==> config.mk <==
export PLATFORM = sky130hd
export DESIGN_NAME = scm_1r1w_port_arbiter
export DESIGN_NICKNAME = d
export VERILOG_FILES = /design/src/rtl/scm_1r1w_port_arbiter.sv
export SDC_FILE = /design/constraint.sdc
export NUM_CORES = 1
export LEC_CHECK = 0
export ABC_AREA = 0
export CAP_MARGIN = 40
export CORE_AREA = 2 2 115 117
export CTS_BUF_LIST = sky130_fd_sc_hd__clkbuf_8
export CTS_CLUSTER_DIAMETER = 200
export DETAILED_ROUTE_END_ITERATION = 10
export DIE_AREA = 0 0 117 119
export PLACE_DENSITY = 0.74
export SYNTH_ARGS = -nofsm -noshare
export SYNTH_HDL_FRONTEND = slang
export SYNTH_SLANG_ARGS = --single-unit
==> constraint.sdc <==
create_clock -name clk -period 3.5 [get_ports clk]
set_input_delay 0.7 -clock clk [delete_from_list [all_inputs] [get_ports clk]]
set_output_delay 0.7 -clock clk [all_outputs]
set_load 0.02 [all_outputs]
==> src/rtl/scm_1r1w_port_arbiter.sv <==
`default_nettype none
// =============================================================================
// scm_1r1w_port_arbiter : shares a 1R1W byte-enable SCM among N_PORTS ports
// using independent round-robin read and write channels.     Rev 1.0
// =============================================================================
module scm_1r1w_port_arbiter #(
   parameter int N_PORTS    = 4,
   parameter int ADDR_WIDTH = 5,
   parameter int DATA_WIDTH = 32,
   parameter int NUM_BYTE   = DATA_WIDTH/8
) (
   input  logic                           clk,
   input  logic                           rst,
   input  logic [N_PORTS-1:0]             req_i,
   input  logic [N_PORTS-1:0]             we_i,
   input  logic [N_PORTS*ADDR_WIDTH-1:0]  addr_i,
   input  logic [N_PORTS*DATA_WIDTH-1:0]  wdata_i,
   input  logic [N_PORTS*NUM_BYTE-1:0]    be_i,
   output logic [N_PORTS-1:0]             gnt_o,
   output logic [N_PORTS-1:0]             r_valid_o,
   output logic [DATA_WIDTH-1:0]          r_rdata_o,
   output logic                           scm_ren_o,
   output logic [ADDR_WIDTH-1:0]          scm_raddr_o,
   input  logic [DATA_WIDTH-1:0]          scm_rdata_i,
   output logic                           scm_wen_o,
   output logic [ADDR_WIDTH-1:0]          scm_waddr_o,
   output logic [DATA_WIDTH-1:0]          scm_wdata_o,
   output logic [NUM_BYTE-1:0]            scm_wbe_o
);

   localparam int IDX_W = (N_PORTS > 1) ? $clog2(N_PORTS) : 1;

   logic [N_PORTS-1:0]    w_rd_req;
   logic [N_PORTS-1:0]    w_wr_req;
   logic [ADDR_WIDTH-1:0] w_addr  [N_PORTS];
   logic [DATA_WIDTH-1:0] w_wdata [N_PORTS];
   logic [NUM_BYTE-1:0]   w_be    [N_PORTS];

   logic [IDX_W:0]        w_wsel;
   logic [IDX_W:0]        w_rsel;
   logic                  w_wgnt;
   logic                  w_rfound;
   logic                  w_rgnt;
   logic                  w_collide;
   logic [IDX_W-1:0]      w_widx;
   logic [IDX_W-1:0]      w_ridx;

   logic [IDX_W-1:0]      wptr_q, wptr_d;
   logic [IDX_W-1:0]      rptr_q, rptr_d;
   logic [IDX_W-1:0]      ridx_q, ridx_d;
   logic                  rvalid_q, rvalid_d;

   assign w_rd_req = req_i & ~we_i;
   assign w_wr_req = req_i &  we_i;

   for (genvar p = 0; p < N_PORTS; p++) begin : g_unpack
      assign w_addr[p]  = addr_i[p*ADDR_WIDTH +: ADDR_WIDTH];
      assign w_wdata[p] = wdata_i[p*DATA_WIDTH +: DATA_WIDTH];
      assign w_be[p]    = be_i[p*NUM_BYTE +: NUM_BYTE];
   end

   // Returns {found, index} of the first requester at or after ptr.
   function automatic logic [IDX_W:0] rr_pick(input logic [N_PORTS-1:0] reqs,
                                              input logic [IDX_W-1:0]   ptr);
      logic [IDX_W:0] res;
      int             idx;
      res = '0;
      for (int k = N_PORTS-1; k >= 0; k--) begin
         idx = int'(ptr) + k;
         if (idx >= N_PORTS) idx = idx - N_PORTS;
         if (reqs[idx]) res = {1'b1, IDX_W'(idx)};
      end
      return res;
   endfunction

   function automatic logic [IDX_W-1:0] next_idx(input logic [IDX_W-1:0] i);
      return (int'(i) == N_PORTS-1) ? '0 : i + IDX_W'(1);
   endfunction

   always_comb begin
      w_wsel = rr_pick(w_wr_req, wptr_q);
      w_rsel = rr_pick(w_rd_req, rptr_q);
   end

   assign w_wgnt   = w_wsel[IDX_W];
   assign w_widx   = w_wsel[IDX_W-1:0];
   assign w_rfound = w_rsel[IDX_W];
   assign w_ridx   = w_rsel[IDX_W-1:0];

   // A read to the address being written this cycle waits one cycle.
   assign w_collide = w_wgnt && w_rfound && (w_addr[w_ridx] == w_addr[w_widx]);
   assign w_rgnt    = w_rfound && !w_collide;

   always_comb begin
      gnt_o = '0;
      if (w_wgnt) gnt_o[w_widx] = 1'b1;
      if (w_rgnt) gnt_o[w_ridx] = 1'b1;
   end

   assign scm_ren_o   = w_rgnt;
   assign scm_raddr_o = w_rgnt ? w_addr[w_ridx]  : '0;
   assign scm_wen_o   = w_wgnt;
   assign scm_waddr_o = w_wgnt ? w_addr[w_widx]  : '0;
   assign scm_wdata_o = w_wgnt ? w_wdata[w_widx] : '0;
   assign scm_wbe_o   = w_wgnt ? w_be[w_widx]    : '0;

   always_comb begin
      r_valid_o = '0;
      if (rvalid_q) r_valid_o[ridx_q] = 1'b1;
   end

   assign r_rdata_o = scm_rdata_i;

   always_comb begin
      wptr_d   = wptr_q;
      rptr_d   = rptr_q;
      ridx_d   = ridx_q;
      rvalid_d = w_rgnt;
      if (w_wgnt) wptr_d = next_idx(w_widx);
      if (w_rgnt) begin
         rptr_d = next_idx(w_ridx);
         ridx_d = w_ridx;
      end
   end

   always_ff @(posedge clk) begin
      if (rst) begin
         wptr_q   <= '0;
         rptr_q   <= '0;
         ridx_q   <= '0;
         rvalid_q <= 1'b0;
      end else begin
         wptr_q   <= wptr_d;
         rptr_q   <= rptr_d;
         ridx_q   <= ridx_d;
         rvalid_q <= rvalid_d;
      end
   end

endmodule
`default_nettype wire
==> run metrics, run 1 <==
result of the run=complete, but fails checks; violated checks=setup timing; full die area=13,900 um2; FFs w/ async S/R, synth=0%; M3 GR Usage=3.31%; total CTS buffers=3; # diodes=0; met1 Resource Use GR=27.3%; # DRC=0; hold slack=0.513 ns; worst path bufs/invs=4; DRT antenna net count=0; largest net degree at the start of global routing=49; First DRT Iteration DRCs=257; # setup viols final=10; vias in the first global route=4,076; Clock transition at path regs=0.04 ns; via count=3,859; row cnt=42; GR peak layer=met2; register area=140 um2; dpl hpwl=11,900 um; Slew Limit Fails=0; Seq cells post-synth=7; fin worst setup slack=-0.341 ns; Synth Warn #=0; worst path required time=2.80 ns; area of the multi-input gates=2570 um2; clk sinks=7; grt total ovfl=0; setup tns final=-2.43 ns; Post-Route WL=15,400 um; post-synth cell types=56; Top Ports=294; GRT Total Usage=21.1%; Fill cells=1,211; DR vias/cell=5.10; power consumption=2340 uW; Max Clk Rate=0.260 GHz; max_slew headroom=68.2%; cts hold-fix bufs=0; Seq pwr share=5.4%; unrepaired setup endpoints after global routing=true; register area share after synthesis=4.95%; Avg WL per Cell=20.4 um; CTS H-tree lvls=1; first-pass GRT wire length=22,600 um; Final period util=110%; Critical Path Source Type=primary input; CP Capture Type=primary output; commonest non-fill, non-tap cells in the layout=173 x clkdlybuf4s50_1, 74 x buf_4, 37 x mux4_2, 28 x and2_1, 28 x buf_6; RePlAce Congestion=0.973; Sw Share=43.2%; crit-path max cell delay=0.46 ns; max-cap viol count=0; CTS tree=built; initial cell density of the core=22.0%; CTS root buf=clkbuf_8; clk_lat worst skew=0.23 ns; P per Cell Area=384 nW/um2; NumNets Final=795; sw power=1010 uW; die height=119 um; Layout Skew=0.00795 ns; Int Pwr=1330 uW; Std-Cell Core Area=12,900 um2; leading cell type in the layout, fill and taps excluded=clkdlybuf4s50_1; Worst Hold Class=register to register; Main synth FF type=dfxtp_1; Die W=117 um; Area growth syn-to-layout=115%; family with the most delay on the worst path=compound AO/OA/AOI/OAI gates; Crit path top cell by count=buf_6; number of port buffers=229; critical path's slowest cell=or3b_4; placed cell area=5520 um2; Final min period=3.84 ns; Clock Path Buffers=2; number of synthesized flops with an enable pin=0; Leak=0.00252 uW; met2 Use GR=37.1%; VDD IR-drop max=0.148 mV; syn_nets=529; power share of the clock group=4.9%; fraction of layout cells with a size suffix above 1=41.9%; Synth Instances=315; Crit Path Category=primary input to primary output; critical path data arrival time=3.14 ns; Mapped Area=2830 um2; initial antenna violation count=0; Synth Area per Inst=8.99 um2; slew at the pin closest to its max-slew limit=0.477 ns; Fin. Hold Viols=0; TritonRoute pass-1 iters=5; Crit Path Max Fanout=6; critical-path cell list=buf_12, or3b_4, and3_4, a222oi_1, a32o_2, a21oi_2, nor4_4, a31o_4, inv_6, buf_6, a22o_4, buf_6; Combinational Power Share=89.8%; Final Cell Area=6090 um2
-- per-layer routing --
metal	vias to the layer above	share of wire, %
met5	-	0
met3	19	7.7
li1	1742	-
met4	0	1.4
met2	218	51
met1	1880	40
-- Yosys cell counts (3+ instances only) --
cell	n	area share [%]
nand2b_1	3	0.66
a222oi_1	5	1.8
nor3b_1	11	2.9
a32o_1	4	1.4
and3_1	14	3.1
buf_4	32	8.5
mux4_2	37	29
ha_1	8	3.5
nand4_1	4	0.88
nor3_1	6	1.1
o21ai_0	5	0.88
nand3_1	8	1.4
o211ai_1	5	1.3
a2bb2oi_1	8	2.5
a21oi_1	7	1.2
clkbuf_1	12	1.6
nor2b_1	8	1.8
o221ai_1	10	3.1
inv_1	10	1.3
dfxtp_1	7	4.9
and2_1	41	9.1
nor2_1	9	1.2
a22o_1	6	1.9
nand2_1	7	0.93
buf_2	9	1.6
-- cell families after synthesis --
| logic type | synth area share (%) |
|---|---|
| AOI/OAI and AO/OA | 20.6 |
| xor gates and xnor gates | 0.309 |
| DFF | 4.95 |
| adders and majority gates | 3.54 |
| muxes | 29.8 |
| buffers and inverters | 14.2 |
| and+or+nand+nor | 26.6 |
-- area by class of cell --
type,instances,area share (%)
clock inverters,1,0.0616
inverters,12,1.07
well taps,176,3.61
multi-input cells,241,42.2
clock buffers,3,0.677
repair buffers,316,50.1
flip-flops and latches,7,2.30
-- power groups by stage --
stage               combinational (uW)  clock [uW]  sequential [uW]
finish                            2100         114              126
CTS                               1980         115              126
detailed placement                1810           0              122
global placement                  1800           0              123
floorplan                         1040           0              121
global route                      2230         120              129
-- through the flow --
stage / cells / setup slack [ns] / utilization, %
5_1_grt: 756 / -0.397 / 47.3
3_3_place_gp: 724 / -1.15 / 42.9
3_5_place_dp: 724 / -1.21 / 42.9
2_1_floorplan: 315 / -0.0980 / -
4_1_cts: 744 / -0.306 / 45.8
6_report: 756 / -0.341 / 47.3
-- registers in the layout (all words and copies together), names as in the netlist --
register,flops
rptr_q,2
wptr_q,2
ridx_q,2
rvalid_q,1
-- final timing paths --
| check | start | to | slack, ns | depth (start not counted) |
|---|---|---|---|---|
| max | we_i[2] | gnt_o[2] | -0.34 | 12 |
| min | wptr_q[0] | wptr_q[0] | 0.51 | 2 |
| max reg2reg | rptr_q[0] | ridx_q[0] | 0.62 | 13 |
| min reg2reg | wptr_q[0] | wptr_q[0] | 0.51 | 2 |
-- tightest hold or removal path: stages (launching register included) --
cell and delay [ns]:
dfxtp_1 0.32, nor2_1 0.10, nor3_1 0.05
-- timing repair --
| item | 4_1_cts | 5_1_grt |
|---|---|---|
| gates resized for setup | 230 | 119 |
| cloned | 4 | 2 |
| setup buffers | 12 | 12 |
| pin swaps | 24 | 18 |
| endpoints found under the setup margin | 51 | 49 |
No activity file was read; power rests on OpenSTA's default activity.
==> run 2, diff against run 1 <==
- SKIP_LAST_GASP: unset -> 1
==> run 2 against run 1 <==
Against the previous run:
- the flow still finishes with violations (setup timing)
- power grew 1.7%
- cell count increased by 0.40%
- critical endpoint unchanged
- sequential cell count did not move
- first-iteration DRC count fell by 7.0%
- count of clock-buffer cells in the layout is the same
- worst hold slack better by 0.0026 ns
- die area unchanged
- design area grew 0.64%
- sequential share of layout area barely moved
- via count up 0.26%
==> run metrics, run 2 (synthesis results as in run 1) <==
slew at the pin closest to its max-slew limit=0.501 ns (was 0.477 ns); max_slew headroom=66.6% (was 68.2%); initial cell density of the core=22.0% (unchanged); hold path start=wptr_q[0] (unchanged); unrepaired setup endpoints after global routing=true (unchanged); Top Ports=294 (unchanged); Clock transition at path regs=0.04 ns (about the same); clk_lat worst skew=0.23 ns (about the same); CTS H-tree lvls=1 (unchanged); Post-Route WL=15,700 um (was 15,400 um); power consumption=2380 uW (was 2340 uW); critical path data arrival time=3.11 ns (was 3.14 ns); First DRT Iteration DRCs=239 (was 257); CP Capture Type=primary output (unchanged); DRT antenna net count=0 (unchanged); Max Clk Rate=0.263 GHz (was 0.260 GHz); violated checks=setup timing (unchanged); worst path bufs/invs=5 (was 4); commonest non-fill, non-tap cells in the layout=173 x clkdlybuf4s50_1, 81 x buf_4, 37 x mux4_2, 26 x and2_1, 24 x buf_6 (was 173 x clkdlybuf4s50_1, 74 x buf_4, 37 x mux4_2, 28 x and2_1, 28 x buf_6); Leak=0.00254 uW (was 0.00252 uW); max-cap viol count=0 (unchanged); hold slack=0.515 ns (was 0.513 ns); NumNets Final=798 (was 795); DR vias/cell=5.10 (about the same); P per Cell Area=388 nW/um2 (was 384 nW/um2); GRT Total Usage=21.1% (about the same); Crit Path Category=primary input to primary output (unchanged); Final period util=109% (was 110%); vias in the first global route=4,041 (was 4,076); Slew Limit Fails=0 (unchanged); largest net degree at the start of global routing=49 (unchanged); row cnt=42 (unchanged); Top Registers=ridx_q x2, rptr_q x2, wptr_q x2 (unchanged); Min-Delay Path Depth=2 (unchanged); cts hold-fix bufs=0 (unchanged); Avg WL per Cell=20.6 um (was 20.4 um); via count=3,869 (was 3,859); fin worst setup slack=-0.308 ns (was -0.341 ns); # DRC=0 (unchanged); result of the run=complete, but fails checks (unchanged); Worst Hold Class=register to register (unchanged); FF-to-FF setup slack=0.62 ns (about the same); grt total ovfl=0 (unchanged); RePlAce Congestion=0.973 (unchanged); TritonRoute pass-1 iters=5 (unchanged); fraction of layout cells with a size suffix above 1=42.5% (was 41.9%); critical path's slowest cell=or3b_4 (unchanged); hold path endpoint=wptr_q[0] (unchanged); Finished Layout Cells=759 (was 756); Std-Cell Core Area=12,900 um2 (unchanged); Crit Path Max Fanout=6 (unchanged); Area growth syn-to-layout=117% (was 115%); area of the multi-input gates=2580 um2 (was 2570 um2); family with the most delay on the worst path=simple AND/OR/NAND/NOR gates (was compound AO/OA/AOI/OAI gates); Fin. Hold Viols=0 (unchanged); first-pass GRT wire length=22,600 um (about the same); placed cells=724 (unchanged); CTS tree=built (unchanged); dpl hpwl=11,900 um (unchanged); total CTS buffers=3 (unchanged); crit-path max cell delay=0.44 ns (was 0.46 ns); register area=140 um2 (unchanged); Reg-to-Reg Start=rptr_q[0] (unchanged); VDD IR-drop max=0.144 mV (was 0.148 mV); CTS root buf=clkbuf_8 (unchanged); Fill cells=1,218 (was 1,211); Reg2Reg Depth=13 (unchanged); Die W=117 um (unchanged); Critical Path Source Type=primary input (unchanged); R2R Path End=ridx_q[0] (unchanged); Crit path top cell by count=buf_6 (unchanged); Final min period=3.81 ns (was 3.84 ns); # diodes=0 (unchanged); die height=119 um (unchanged); initial antenna violation count=0 (unchanged); number of port buffers=229 (unchanged); Layout Skew=0.00869 ns (was 0.00795 ns); worst path required time=2.80 ns (about the same); # setup viols final=25 (was 10); full die area=13,900 um2 (unchanged); Clock Path Buffers=2 (unchanged); clk sinks=7 (unchanged); leading cell type in the layout, fill and taps excluded=clkdlybuf4s50_1 (unchanged); critical-path cell list=buf_8, or3b_4, o311ai_4, buf_6, a222oi_1, a32o_2, and3_4, nor4_4, a31o_4, inv_6, buf_6, a22o_4, buf_6 (was buf_12, or3b_4, and3_4, a222oi_1, a32o_2, a21oi_2, nor4_4, a31o_4, inv_6, buf_6, a22o_4, buf_6)
==> run 2: worst max-delay path by stage <==
stage / from / endpoint / slack [ns] / cells after the start
3_3_place_gp: req_i[2] / scm_raddr_o[3] / -1.15 / 15
3_5_place_dp: req_i[2] / scm_raddr_o[0] / -1.21 / 14
4_1_cts: we_i[0] / gnt_o[2] / -0.31 / 13
6_report: we_i[2] / gnt_o[2] / -0.31 / 13
5_1_grt: we_i[2] / gnt_o[2] / -0.41 / 12
2_1_floorplan: we_i[2] / gnt_o[1] / -0.1 / 11
==> run 2: area by class of cell <==
class	count	area share, %
timing repair buffer	319	50.2
clock inverter	1	0.0612
clock buffer	3	0.673
tap	176	3.59
sequential	7	2.28
multi-input combinational	241	42.1
inverter	12	1.06
==> run 2: what timing repair did <==
action                                  4_1_cts  5_1_grt
gates cloned                                  4        3
pin swaps                                    24       20
buffers inserted                             12       14
resized for setup                           216      124
endpoints found under the setup margin       51       49
==> run 2: layer usage <==
layer | track usage, % | routed length [um] | vias to the layer above | share of wire [%]
li1 | - | - | 1748 | -
met1 | 27.5 | 6200 | 1900 | 40
met2 | 37.2 | 7990 | 209 | 51
met3 | 3.31 | 1310 | 12 | 8.4
met4 | 3.24 | 165 | 0 | 1.1
met5 | 0 | 0 | - | 0
==> run 2: worst min-delay path, cell delays in order (launching register included) <==
cell     delay [ns]
dfxtp_1        0.32
nor2_1         0.10
nor3_1         0.05
==> run 2: through the flow <==
stage                     util (%)  area [um2]  setup WS, ns  setup TNS, ns
final                         47.6        6130        -0.308          -2.98
after global routing          47.6        6130        -0.410          -5.25
after CTS                     45.3        5830        -0.306          -4.89
after detailed placement      42.9        5520         -1.21         -48.78
after global placement        42.9        5520         -1.15         -45.81
after floorplan                  -        2890       -0.0980         -0.462
==> run 2: report_power, final <==
part | internal (uW) | total, uW | switching [uW] | leakage [uW]
sequential | 104 | 126 | 22.4 | 0.0000584
combinational | 1170 | 2140 | 966 | 0.00246
clock | 76.1 | 114 | 38.3 | 0.0000269
==> run 3, diff against run 2 <==
- CTS_CLUSTER_SIZE: unset -> 30
- SETUP_SLACK_MARGIN: unset -> 0.02
==> run 3 against run 2 <==
Against the previous run:
- the flow still finishes with violations (setup timing)
- largest cell class unchanged
- setup slack improved by 0.0046 ns
- clock power about the same
- combinational power about the same
==> run metrics, run 3 (synthesis results as in run 1) <==
result of the run=complete, but fails checks (unchanged); initial cell density of the core=22.0% (unchanged); RePlAce Congestion=0.973 (unchanged); worst path required time=2.80 ns (about the same); Final period util=109% (about the same); Final Cell Area=6160 um2 (was 6130 um2); violated checks=setup timing (unchanged); area of the multi-input gates=2570 um2 (was 2580 um2); Layout Skew=0.00808 ns (was 0.00869 ns); TritonRoute pass-1 iters=5 (unchanged); # DRC=0 (unchanged); slew at the pin closest to its max-slew limit=0.497 ns (was 0.501 ns); max-cap viol count=0 (unchanged); Clock transition at path regs=0.04 ns (about the same); # setup viols final=40 (was 25); Slew Limit Fails=0 (unchanged); cts hold-fix bufs=0 (unchanged); NumNets Final=801 (was 798); family with the most delay on the worst path=compound AO/OA/AOI/OAI gates (was simple AND/OR/NAND/NOR gates); Leak=0.00257 uW (was 0.00254 uW); dpl hpwl=11,900 um (unchanged); clk sinks=7 (unchanged); Crit Path Max Fanout=6 (unchanged); full die area=13,900 um2 (unchanged); P per Cell Area=385 nW/um2 (was 388 nW/um2); critical path's slowest cell=or3b_4 (unchanged); worst path bufs/invs=5 (unchanged); grt total ovfl=0 (unchanged); placed cell area=5520 um2 (unchanged); leading cell type in the layout, fill and taps excluded=clkdlybuf4s50_1 (unchanged); Max Clk Rate=0.263 GHz (about the same); CTS H-tree lvls=1 (unchanged); fin worst setup slack=-0.303 ns (was -0.308 ns); Crit path top cell by count=buf_6 (unchanged); First DRT Iteration DRCs=224 (was 239); GRT Total Usage=21.1% (about the same); DRT antenna net count=0 (unchanged); largest net degree at the start of global routing=49 (unchanged); commonest non-fill, non-tap cells in the layout=171 x clkdlybuf4s50_1, 88 x buf_4, 37 x mux4_2, 31 x and2_1, 19 x buf_6 (was 173 x clkdlybuf4s50_1, 81 x buf_4, 37 x mux4_2, 26 x and2_1, 24 x buf_6); Die W=117 um (unchanged); row cnt=42 (unchanged); crit-path max cell delay=0.44 ns (about the same); clk_lat worst skew=0.23 ns (about the same); max_slew headroom=66.9% (was 66.6%); critical path data arrival time=3.10 ns (was 3.11 ns); Worst Hold Class=register to register (unchanged); Fill cells=1,214 (was 1,218); Avg WL per Cell=20.4 um (was 20.6 um); Post-Route WL=15,500 um (was 15,700 um); Clock Path Buffers=2 (unchanged); critical-path cell list=buf_8, or3b_4, o311ai_4, buf_6, a222oi_1, a32o_2, and3_4, nor4_4, a31o_4, inv_6, buf_6, a22o_4, buf_6 (unchanged); VDD IR-drop max=0.161 mV (was 0.144 mV); die height=119 um (unchanged); Top Ports=294 (unchanged); Final min period=3.80 ns (was 3.81 ns); Top Registers=ridx_q x2, rptr_q x2, wptr_q x2 (unchanged); # diodes=0 (unchanged); DR vias/cell=5.11 (was 5.10); initial antenna violation count=0 (unchanged); total CTS buffers=3 (unchanged); Fin. Hold Viols=0 (unchanged); Area growth syn-to-layout=118% (was 117%); CTS root buf=clkbuf_8 (unchanged); unrepaired setup endpoints after global routing=true (unchanged); first-pass GRT wire length=22,500 um (was 22,600 um); CTS tree=built (unchanged); register area=140 um2 (unchanged); fraction of layout cells with a size suffix above 1=40.8% (was 42.5%); final core occ=47.9% (was 47.6%); CP Capture Type=primary output (unchanged); Critical Path Source Type=primary input (unchanged); number of port buffers=229 (unchanged); FF-to-FF setup slack=0.64 ns (was 0.62 ns); via count=3,895 (was 3,869); vias in the first global route=4,048 (was 4,041); Std-Cell Core Area=12,900 um2 (unchanged); Crit Path Category=primary input to primary output (unchanged)
## run 3: what timing repair did
action,4_1_cts,5_1_grt
gates cloned,4,3
gates resized for setup,216,107
pin swaps,24,18
endpoints found under the setup margin,51,49
setup buffers,12,17
## run 3: area by class of cell
cell class                      instances  share of cell area [%]
Timing Repair Buffer                  322                    50.7
Multi-Input combinational cell        241                    41.7
Tap cell                              176                    3.57
Sequential cell                         7                    2.27
Inverter                               12                    1.06
Clock buffer                            3                   0.670
Clock inverter                          1                  0.0609
## run 3: worst paths after layout
kind,startpoint,end,cells past startpoint
max,we_i[2],gnt_o[2],13
min,wptr_q[0],wptr_q[0],2
max reg2reg,rptr_q[0],ridx_q[0],13
min reg2reg,wptr_q[0],wptr_q[0],2
## run 3: tightest hold or removal path, delay by kind of cell, from the launching register on
family,cells,cell delay [ns]
flip-flops,1,0.32
AND/OR/NAND/NOR,2,0.15
## run 3: per-stage QoR
step	worst slack [ns]	instances	power (uW)	TNS [ns]	hold slack [ns]
after floorplan	-0.0980	315	1160	-0.462	0.471
after global placement	-1.15	724	1930	-45.81	0.503
after detailed placement	-1.21	724	1940	-48.78	0.503
after CTS	-0.306	744	2190	-4.90	0.511
after global routing	-0.409	762	2510	-7.75	0.534
final	-0.303	762	2370	-4.71	0.512
## run 3: power breakdown
part | total (uW) | leakage (uW) | switching, uW | internal [uW]
clock | 114 | 0.0000269 | 37.8 | 76.0
combinational | 2130 | 0.00249 | 962 | 1170
sequential | 126 | 0.0000584 | 22.5 | 104
## run 3: per-layer routing
layer,global-route usage (%),vias to the layer above,routed length [um]
met5,0,-,0
met4,3.60,0,157
met3,3.31,14,1160
met2,36.9,201,7970
met1,27.4,1924,6250
li1,-,1756,-
